==> src/rtl/counter_strobe_driver_pkg.sv <==
// counter_strobe_driver_pkg: shared state encoding and constants for counter_strobe_driver.
package counter_strobe_driver_pkg;
  typedef enum logic [1:0] {S_WAIT = 2'd0, S_PULSE = 2'd1, S_GAP = 2'd2} state_e;
  localparam int MIN_PERIOD = 2;
  localparam int STROBE_COUNT_W = 16;
endpackage

==> src/rtl/sat_updown_counter.sv <==
// sat_updown_counter: saturating up/down counter with a sticky flag set when an increment is lost at the top.
module sat_updown_counter #(
  parameter int WIDTH = 4
) (
  input  logic             clk,
  input  logic             rst,
  input  logic             inc,
  input  logic             dec,
  output logic [WIDTH-1:0] count,
  output logic             sat_hit
);
  localparam logic [WIDTH-1:0] MAX = '1;
  logic [WIDTH-1:0] count_q, count_d;
  logic             sat_hit_q, sat_hit_d;
  always_comb begin
    count_d   = (inc && !dec && count_q != MAX) ? count_q + WIDTH'(1) :
                (dec && !inc && count_q != '0) ? count_q - WIDTH'(1) : count_q;
    sat_hit_d = sat_hit_q || (inc && !dec && count_q == MAX);
  end
  always_ff @(posedge clk) begin
    if (rst) begin
      count_q   <= '0;
      sat_hit_q <= 1'b0;
    end else begin
      count_q   <= count_d;
      sat_hit_q <= sat_hit_d;
    end
  end
  assign count   = count_q;
  assign sat_hit = sat_hit_q;
endmodule

==> src/rtl/counter_strobe_driver.sv <==
// counter_strobe_driver: queues ticks into single-cycle enables and applies period changes on legal strobe cycles.
// Define STROBE_COUNT_EN to enable the 16-bit strobe_count of valid strobes; otherwise strobe_count is 0.
module counter_strobe_driver
  import counter_strobe_driver_pkg::*;
#(
  parameter int WIDTH        = 4,
  parameter int PEND_WIDTH   = 4,
  parameter int RESET_PERIOD = 2
) (
  input  logic                      clk,
  input  logic                      rst,
  input  logic                      tick_in,
  input  logic [WIDTH-1:0]          period_in,
  input  logic                      period_load,
  input  logic                      cnt_ready,
  input  logic                      cnt_strobe,
  input  logic                      cnt_valid,
  output logic                      enable,
  output logic [WIDTH-1:0]          reset_value,
  output logic                      period_busy,
  output logic [PEND_WIDTH-1:0]     pending,
  output logic                      overflow,
  output logic [STROBE_COUNT_W-1:0] strobe_count
);
  localparam logic [WIDTH-1:0] MIN_P = WIDTH'(MIN_PERIOD);
  state_e           state_q, state_d;
  logic             enable_q, enable_d;
  logic [WIDTH-1:0] reset_value_q, reset_value_d;
  logic [WIDTH-1:0] shadow_q, shadow_d;
  logic             busy_q, busy_d;
  logic             issue, apply;
  sat_updown_counter #(.WIDTH(PEND_WIDTH)) u_pend (
    .clk     (clk),
    .rst     (rst),
    .inc     (tick_in),
    .dec     (issue),
    .count   (pending),
    .sat_hit (overflow)
  );
  always_comb begin
    issue         = state_q == S_WAIT && pending != '0 && cnt_ready;
    apply         = busy_q && cnt_strobe && !enable_q;
    state_d       = state_q == S_WAIT ? (issue ? S_PULSE : S_WAIT) :
                    state_q == S_PULSE ? S_GAP : S_WAIT;
    enable_d      = issue;
    shadow_d      = period_load ? (period_in < MIN_P ? MIN_P : period_in) : shadow_q;
    busy_d        = period_load || (busy_q && !apply);
    reset_value_d = apply ? shadow_q : reset_value_q;
  end
  always_ff @(posedge clk) begin
    if (rst) begin
      state_q       <= S_GAP;
      enable_q      <= 1'b0;
      reset_value_q <= WIDTH'(RESET_PERIOD);
      shadow_q      <= WIDTH'(RESET_PERIOD);
      busy_q        <= 1'b0;
    end else begin
      state_q       <= state_d;
      enable_q      <= enable_d;
      reset_value_q <= reset_value_d;
      shadow_q      <= shadow_d;
      busy_q        <= busy_d;
    end
  end
  assign enable      = enable_q;
  assign reset_value = reset_value_q;
  assign period_busy = busy_q;
`ifdef STROBE_COUNT_EN
  logic [STROBE_COUNT_W-1:0] strobe_count_q, strobe_count_d;
  always_comb strobe_count_d = strobe_count_q + STROBE_COUNT_W'(cnt_strobe && cnt_valid);
  always_ff @(posedge clk) begin
    if (rst) strobe_count_q <= '0;
    else     strobe_count_q <= strobe_count_d;
  end
  assign strobe_count = strobe_count_q;
`else
  logic unused_valid;
  assign unused_valid = cnt_valid;
  assign strobe_count = '0;
`endif
endmodule
==> config.mk <==
export PLATFORM = sky130hd
export DESIGN_NAME = counter_strobe_driver
export DESIGN_NICKNAME = d
export VERILOG_FILES = /design/src/rtl/counter_strobe_driver_pkg.sv /design/src/rtl/sat_updown_counter.sv /design/src/rtl/counter_strobe_driver.sv
export SDC_FILE = /design/constraint.sdc
export NUM_CORES = 1
export LEC_CHECK = 0
export ABC_AREA = 1
export BUFFER_PORTS_ARGS = -buffer_cell sky130_fd_sc_hd__buf_2
export CAP_MARGIN = 20
export CORE_MARGIN = 2
export CORE_UTILIZATION = 30
export CTS_CLUSTER_SIZE = 20
export DETAILED_ROUTE_END_ITERATION = 6
export PLACE_DENSITY = 0.58
export SKIP_LAST_GASP = 1
export SYNTH_ARGS = -nofsm -noshare
export SYNTH_HDL_FRONTEND = slang
export SYNTH_HIERARCHICAL = 1
export SYNTH_SLANG_ARGS = --single-unit
export TNS_END_PERCENT = 20
==> constraint.sdc <==
create_clock -name clk -period 3.6 [get_ports clk]
set_input_delay 0.36 -clock clk [delete_from_list [all_inputs] [get_ports clk]]
set_output_delay 0.36 -clock clk [all_outputs]
set_load 0.1 [all_outputs]
== Word-level counts from Yosys, hierarchy flattened ==
Index checks and enable logic that the tools add are counted.

* Add/subtract/negate cells: 2
* Magnitude comparators: 1
* Equality and inequality tests: 3
* Multiplexer cells: 6
* Reductions and logical operators: 19

{| class="wikitable"
|+ Operators by type and width
! operator !! number
|-
| $mux W4 || 3
|-
| $logic_and A1 B1 Y1 || 10
|-
| $add A4 B1 Y4 const B || 1
|-
| $eq A4 B4 Y1 const B || 1
|-
| $logic_not A1 Y1 || 4
|-
| $lt A4 B2 Y1 const B || 1
|-
| $mux W2 || 2
|-
| $ne A4 B4 Y1 const B || 1
|-
| $reduce_bool A4 Y1 || 1
|-
| $sub A4 B1 Y4 const B || 1
|-
| $eq A2 B1 Y1 const B || 1
|-
| $logic_not A2 Y1 || 1
|-
| $logic_or A1 B1 Y1 || 2
|-
| $reduce_bool A2 Y1 || 1
|-
| $mux W1 || 1
|}

* Flip-flop bits (word level): 17
* Bits of input ports: 11
* Output and inout port bits: 27
* Logic and storage cells: 38

== Longest topological paths before layout ==
Gate-level depths: netlist of run 1.

* Depth after elaboration: 7
* Gate-level depth with buffers: 15
* Mapped depth without buffers: 15

== By module ==
Netlist of run 1, hierarchy kept.

{| class="wikitable"
|+ Modules (own cells, without submodules)
! module !! times used !! cells each !! area each (µm²) !! sequential area each (µm²)
|-
| counter_strobe_driver || 1 || 73 || 571.8 || 240.2
|-
| sat_updown_counter || 1 || 50 || 361.6 || 100.1
|}

== Worst setup path before layout of run 1 ==
OpenSTA, ideal clock, no wires.

* Path kind: register -> register
* Start: register u_pend.count_q[1], in the netlist u_pend/count[1]
* End: register u_pend.count_q[3], in the netlist u_pend/count[3]
* Library setup time: 0.113 ns
* Arrival time: 2.464 ns
* Required time: 3.487 ns
* Setup slack: 1.023 ns
* Cell stages (with the launch flop): 15
* Path buffers: 0
* Clock period less this slack: 2.577 ns
* Path through: dfxtp_1 -> nor2_1 -> nand2_1 -> nand2_1 -> inv_1 -> nor2_2 -> o21ai_4 -> ha_1 -> or2_2 -> nand2_1 -> nand2_1 -> nand3_2 -> nand2_1 -> nand2_1 -> nor2_1

* Word-level cells in the longest chain between the ends: 7
* Elaborated cells on any way between the ends: 14
* Classes of those cells: add/sub: 2; eq/ne: 1; mux: 2; reduce/logical: 9

{| class="wikitable"
|+ RTL lines
! element !! RTL line !! RTL
|-
| start, declared || sat_updown_counter.sv:13 || <nowiki>logic [WIDTH-1:0] count_q, count_d;</nowiki>
|-
| start signal, assigned || sat_updown_counter.sv:25 || <nowiki>count_q <= count_d;</nowiki>
|-
| $reduce_bool A4 Y1 (*) || counter_strobe_driver.sv:41 || <nowiki>issue = state_q == S_WAIT && pending != '0 && cnt_ready;</nowiki>
|-
| $logic_and A1 B1 Y1 (*) (2 in a row) || counter_strobe_driver.sv:41 ||
|-
| via enable_d || counter_strobe_driver.sv:27 || <nowiki>logic enable_q, enable_d;</nowiki>
|-
| $logic_not A1 Y1 || sat_updown_counter.sv:16 || <nowiki>count_d = (inc && !dec && count_q != MAX) ? count_q + WIDTH'(1) :</nowiki>
|-
| $logic_and A1 B1 Y1 (2 in a row) || sat_updown_counter.sv:16 ||
|-
| $mux W4 / $reduce_bool A2 Y1 (equally long branches) || n/a ||
|}

Mark *: on every way through the listed nets, which the timed path passes. The rest lies on a longest branch. The select of a mux whose other input is x is not followed.
A chain may end at the register's enable or synchronous reset.

== Worst setup path after layout of run 1 ==
* Start: register u_pend.count_q[0], in the netlist u_pend/count[0]
* End: register u_pend.count_q[3], in the netlist u_pend/count[3]

The elaborated chain is that of the path after synthesis.

==> flow_summary.ini, run 1 <==
[critical_path]
cp.required_ns = 3.80
start_kind = flip-flop
critPathKind = flip-flop to flip-flop
rr_endpoint = u_pend/count[3]
reg2reg_slack_ns = 1.44
regToRegStartpoint = u_pend/count[0]
path_max_fanout = 9
endpoint_kind = flip-flop
arrival_ns = 2.36
worst-r2r-cell-count = 14

[global_route]
grt_use_met1_pct = 12.1
antenna_found_initial = 0
gr-usage-met3_pct = 3.90
track_usage_pct = 10.4
grt_pass1_vias = 717
grt.busiest_layer = met2
grt_max_degree = 13
overflow = 0
grt_pass1_wl_um = 2890
use_met2_pct = 18.2

[clocking]
cts_tree = built
ctsResizeCount = 0
cts.reportedPaths.clkPinSlew_ns = 0.10
clk-insertion-delay-late_ns = 0.29
cts_buffer_depth = 2
cts_buffers = 3
cts_sinks = 17
cts_setup_buffers = 0
cts-htree-levels = 1
clockRootBuffer = clkbuf_4
holdBufCountCts = 0

[drt]
drt_pass1_iterations = 5
drc = 0
wl_um = 1740
ant_nets = 0
drtIter0Drc = 26
wire_per_inst_um = 9.76
avgViaCountPerCell = 4.45
vias = 792

[layout]
diodes = 0
stdcell_area_um2 = 1030
nets = 160
area.growth.synth_to_final_pct = 10.1
drive_gt1_share_pct = 23.4
multi_input_area_um2 = 480
nFillCells = 339
seq_area_um2 = 340

[floorplanning]
dieArea_um2 = 3570
die_h_um = 59.8
core_um2 = 3000
initial_core_util_pct = 31.1
row_count = 20
die_x_um = 59.8
ios = 38

[timing]
setup_viol = 0
clock_skew_ns = 0.000620
timing_hold_violations_final = 0
rsz0062_at_grt = false
timing.fmax_ghz = 0.463
min_period_ns = 2.16
tns_ns = 0
period_share_pct = 60.0
slew_violations = 0

[pwr]
p_leak_nw = 0.509
ir_worst_vdd_mv = 0.370
power_density_nw_per_um2 = 573

[placement]
port_buffers = 20
place_hpwl_um = 1360
gp_congestion = 0.787
place_area_um2 = 1000

[yosys]
synth-warning-count = 6
netlist_area_um2 = 933
yosysTopAreaCell = dfxtp_1
yosys.area.top_type_share_pct = 36.5
synth-async-reset-ratio_pct = 0
ys_types = 23
ys_top_cells_by_area = dfxtp_1 36%, buf_4 13%, nand2_1 8.8%
ys_seq_area_share_pct = 36.5
yosysMostFrequentCell = nand2_1
synth_area_per_cell_um2 = 7.59
synth_edf_count = 0
yosys-top-cells-count = 22 x nand2_1, 19 x nor2_1, 17 x dfxtp_1
synth_flop_cell = dfxtp_1
netlist_instances = 123
ys_ff_latch = 17

[min_path]
min_to = shadow_q[0]
hold_path_depth = 2
worstHoldStart = period_load
holdCritPathClass = input pin to flip-flop

[flow_run]
max-cap-violations = 0

[status]
outcome = finished, final reports clean
sequential cells by signal, indices dropped and copies added, names as in the netlist:
name            cells
reset_value         4
enable              1
shadow_q            4
state_q             2
u_pend/sat_hit      1
period_busy         1
u_pend/count        4
power by group:
group | internal [mW] | switching, mW | total [mW]
sequential | 0.204 | 0.0203 | 0.224
clock | 0.0413 | 0.0617 | 0.103
combinational | 0.0493 | 0.213 | 0.262
kinds of logic (layout without fill, tap and decap cells):
kind of cell    Yosys count  after routing  share of synthesized area [%]
fa+ha+maj                 3              3                           4.83
xor+xnor                  1              1                          0.939
buf+inv                  27             34                           18.1
compound gates           18             18                           11.7
flops                    17             17                           36.5
simple gates             56             56                           27.6
other cells               1             16                          0.402
worst max-delay path by stage:
stage                          startpoint               to  slack (ns)  cells past startpoint
final                     u_pend/count[0]  u_pend/count[3]        1.44                     14
after global routing      u_pend/count[0]  u_pend/count[3]        1.26                     14
after CTS                 u_pend/count[0]  u_pend/count[3]        1.42                     14
after detailed placement        cnt_ready  u_pend/count[3]        1.42                     14
after global placement          cnt_ready  u_pend/count[3]        1.47                     14
after floorplan           u_pend/count[1]  u_pend/count[3]        1.02                     14
area by class of cell:
type	instances	area share, %
timing repair buffer	20	9.74
inverter	10	3.65
clock buffer	3	2.19
clock inverter	1	0.487
sequential	17	33.1
tap	33	4.02
multi-input combinational	94	46.8
layer usage:
layer / up-vias / share of wire (%)
li1: 409 / -
met1: 355 / 45
met2: 28 / 47
met3: 0 / 7.8
met4: 0 / 0
met5: - / 0
critical path, stage by stage, from the launching register on:
cell and delay (ns):
dfxtp_1 0.42, nor2_1 0.12, nand2_1 0.05, nand2_1 0.10, inv_1 0.07, nor2_2 0.17
o21ai_4 0.13, ha_1 0.35, or2_2 0.32, nand2_1 0.07, nand2_1 0.06, nand3_2 0.07
nand2_1 0.05, nand2_1 0.05, nor2_1 0.03
cell usage in the layout (no fill, tap or decap):
cell and count:
conb_1 16, clkbuf_4 3, inv_2 1, nand2_1 22, nand2_4 1, nand3_1 3, o21ai_4 1, a211oi_2 1
dfxtp_1 17, nand4_1 4, inv_1 9, clkinv_2 1, o21ai_0 6, xnor2_1 1, ha_1 2, nand3_2 2
buf_2 20, fa_1 1, nor3b_1 1, nor2_1 19, nor2_2 1, a21oi_1 10, or2_2 1, nand2_2 2
metrics by stage:
step	total power, mW	utilization, %	setup slack (ns)	std cells	hold WS (ns)
2_1_floorplan	0.470	-	1.02	138	0.423
3_3_place_gp	0.485	33.3	1.47	174	0.440
3_5_place_dp	0.491	33.3	1.42	174	0.449
4_1_cts	0.596	34.2	1.42	178	0.293
5_1_grt	0.625	34.2	1.26	178	0.295
6_report	0.589	34.2	1.44	178	0.306
(Power assumes the default switching activity.)
==> run 2: changes to the inputs <==
ABC_AREA = 0   (was 1)
PLACE_DENSITY = 0.61   (was 0.58)
clock period = 1.76 ns   (was 3.6 ns; I/O delays follow)
==> run 2 against run 1 <==
The flow now finishes with violations (negative setup slack). Area after synthesis down 4.8%. Cell area up 12%. Critical path depth down 5. Total power up 150%. Via count down 9.7%. Routed wire length up 7.9%. Largest power group unchanged. Highest routed layer unchanged.
==> flow_summary.ini, run 2 <==
[yosys]
ys_ff_latch = 17
netlist_area_um2 = 888
ys_types = 29
synth_flop_cell = dfxtp_1
ys_seq_area_share_pct = 38.3
synth-warning-count = 6
synth-xor-area-share_pct = 1.97
ys_top_cells_by_area = dfxtp_1 38%, buf_4 14%, mux2i_1 6.8%
synth_edf_count = 0
yosysTopAreaCell = dfxtp_1
synth_top_family_by_area = simple AND/OR/NAND/NOR gates
synthAdderAreaFrac_pct = 5.07
synth_compound_area_share_pct = 11.3
synth-async-reset-ratio_pct = 0
synth_area_per_cell_um2 = 9.55
synthSimpleGateAreaFrac_pct = 19.4
netlist_instances = 93
yosysMostFrequentCell = dfxtp_1
yosys-top-cells-count = 17 x dfxtp_1, 16 x buf_4, 15 x nor2_1
yosys.area.top_type_share_pct = 38.3
muxShareOfSynthArea_pct = 8.03

[global_route]
track_usage_pct = 11.8
overflow = 0
grt_max_degree = 20
grt_pass1_wl_um = 3070
antenna_found_initial = 0
grt_pass1_vias = 674

[critical_path]
cp.required_ns = 1.96
arrival_ns = 2.49
critPathSlowestCell = dfxtp_4
critical_path.max_stage_delay_ns = 0.37
path_cells = o41ai_4, nor3_2, nand2b_4, or2_4, ha_4, nand3_2, a211oi_2, a31oi_1, mux2_1
path_max_fanout = 3
endpoint_kind = flip-flop
start_kind = flip-flop
worst-r2r-cell-count = 9
critPathKind = flip-flop to flip-flop

[floorplanning]
initial_core_util_pct = 31.9
row_count = 19
die_h_um = 58.4
die_x_um = 58.4
ios = 38
core_um2 = 2780
dieArea_um2 = 3410

[drt]
wire_per_inst_um = 11.9
drc = 0
vias = 715
drt_pass1_iterations = 4
ant_nets = 0
avgViaCountPerCell = 4.53
wl_um = 1880
drtIter0Drc = 20

[placement]
gp_congestion = 0.838
port_buffers = 20
place_hpwl_um = 1390
place_area_um2 = 1100
pre_cts_slack_ns = -0.537

[layout]
diodes = 0
mostFrequentLayoutCell = buf_2
stdcell_area_um2 = 1150
final_util_pct = 41.5
layout_common_cells = 20 x buf_2, 16 x conb_1, 15 x nor2_1, 13 x dfxtp_1, 13 x buf_4
area.growth.synth_to_final_pct = 30.0
nets = 142
drive_gt1_share_pct = 41.7

[clocking]
cts_tree = built
clk-insertion-delay-late_ns = 0.30
clockRootBuffer = clkbuf_4
cts.reportedPaths.clkPinSlew_ns = 0.11
cts_buffer_depth = 2
cts_buffers = 3
cts_sinks = 17
cts-htree-levels = 1

[status]
violations = negative setup slack
outcome = complete, but fails checks

[pwr]
power_density_nw_per_um2 = 1270
p_leak_nw = 0.568
ir_worst_vdd_mv = 0.832

[min_path]
hold_path_depth = 3
holdCritPathClass = input pin to flip-flop

[timing]
fin_hold_ws_ns = 0.140
timing.fmax_ghz = 0.436
clock_skew_ns = 0.00289
rsz0062_at_grt = true
setup_viol = 3
min_period_ns = 2.29
tns_ns = -1.28
slew_violations = 0
worst_slack_ns = -0.533
timing_hold_violations_final = 0
period_share_pct = 130

[flow_run]
max-cap-violations = 0
==> run 2: changes by cell type in the layout (fill, tap and decap cells not counted), moves of 3 or more <==
cell | previous run | this run
nor2_1 | 19 | 15
o21ai_0 | 6 | 0
a21oi_1 | 10 | 3
nand2b_1 | 0 | 3
mux2i_1 | 0 | 6
nand2_1 | 22 | 0
inv_1 | 9 | 2
buf_4 | 0 | 13
nand4_1 | 4 | 0
dfxtp_4 | 0 | 4
nand3_1 | 3 | 0
dfxtp_1 | 17 | 13
==> run 2: final cells by class <==
class                   count  area (µm²)
well taps                  31        38.8
clock buffers               3        22.5
inverters                   2        7.51
clock inverters             1        6.26
fillers                   292        1630
repair buffers             33         198
multi-input cells          71         527
flip-flops and latches     17         355
==> run 2: kinds of logic after synthesis <==
group,Yosys count
xor+xnor,2
simple gates,30
flops,17
fa+ha+maj,3
mux,7
other cells,1
compound gates,13
buf+inv,20
==> run 2: critical path: cells and delay by family, from the launching register on <==
family          cells  cell delay [ns]
compound gates      3             0.65
simple gates        4             0.57
flops               1             0.37
mux                 1             0.31
fa+ha+maj           1             0.30
==> run 2: final timing paths <==
check / start / endpoint / slack (ns)
worst max-delay path: u_pend/count[2] / u_pend/count[3] / -0.53
worst min-delay path: period_in[2] / shadow_q[2] / 0.14
worst max register to register: u_pend/count[2] / u_pend/count[3] / -0.53
worst min register to register: shadow_q[0] / shadow_q[0] / 0.48
==> run 2: through the flow <==
step                std cells  power [mW]
floorplan                 108        1.08
global placement          153        1.19
detailed placement        153        1.21
CTS                       158        1.47
global route              158        1.55
finish                    158        1.47
==> run 2: layer usage <==
metal / wire length, µm / track usage [%]
met1: 795 / 13.8
met2: 929 / 20.5
met3: 151 / 4.84
met4: 0 / 1.99
met5: 0 / 0
==> run 2: power by group <==
part | internal (mW) | switching (mW)
combinational | 0.228 | 0.547
sequential | 0.433 | 0.0336
clock | 0.0879 | 0.139
==> run 2: repair_timing <==
action                     in CTS  in global routing
hold buffers                    0                  0
gates resized for setup         2                  1
pin swaps                       1                  1
setup buffers                   1                  0
setup endpoints to repair       3                  4
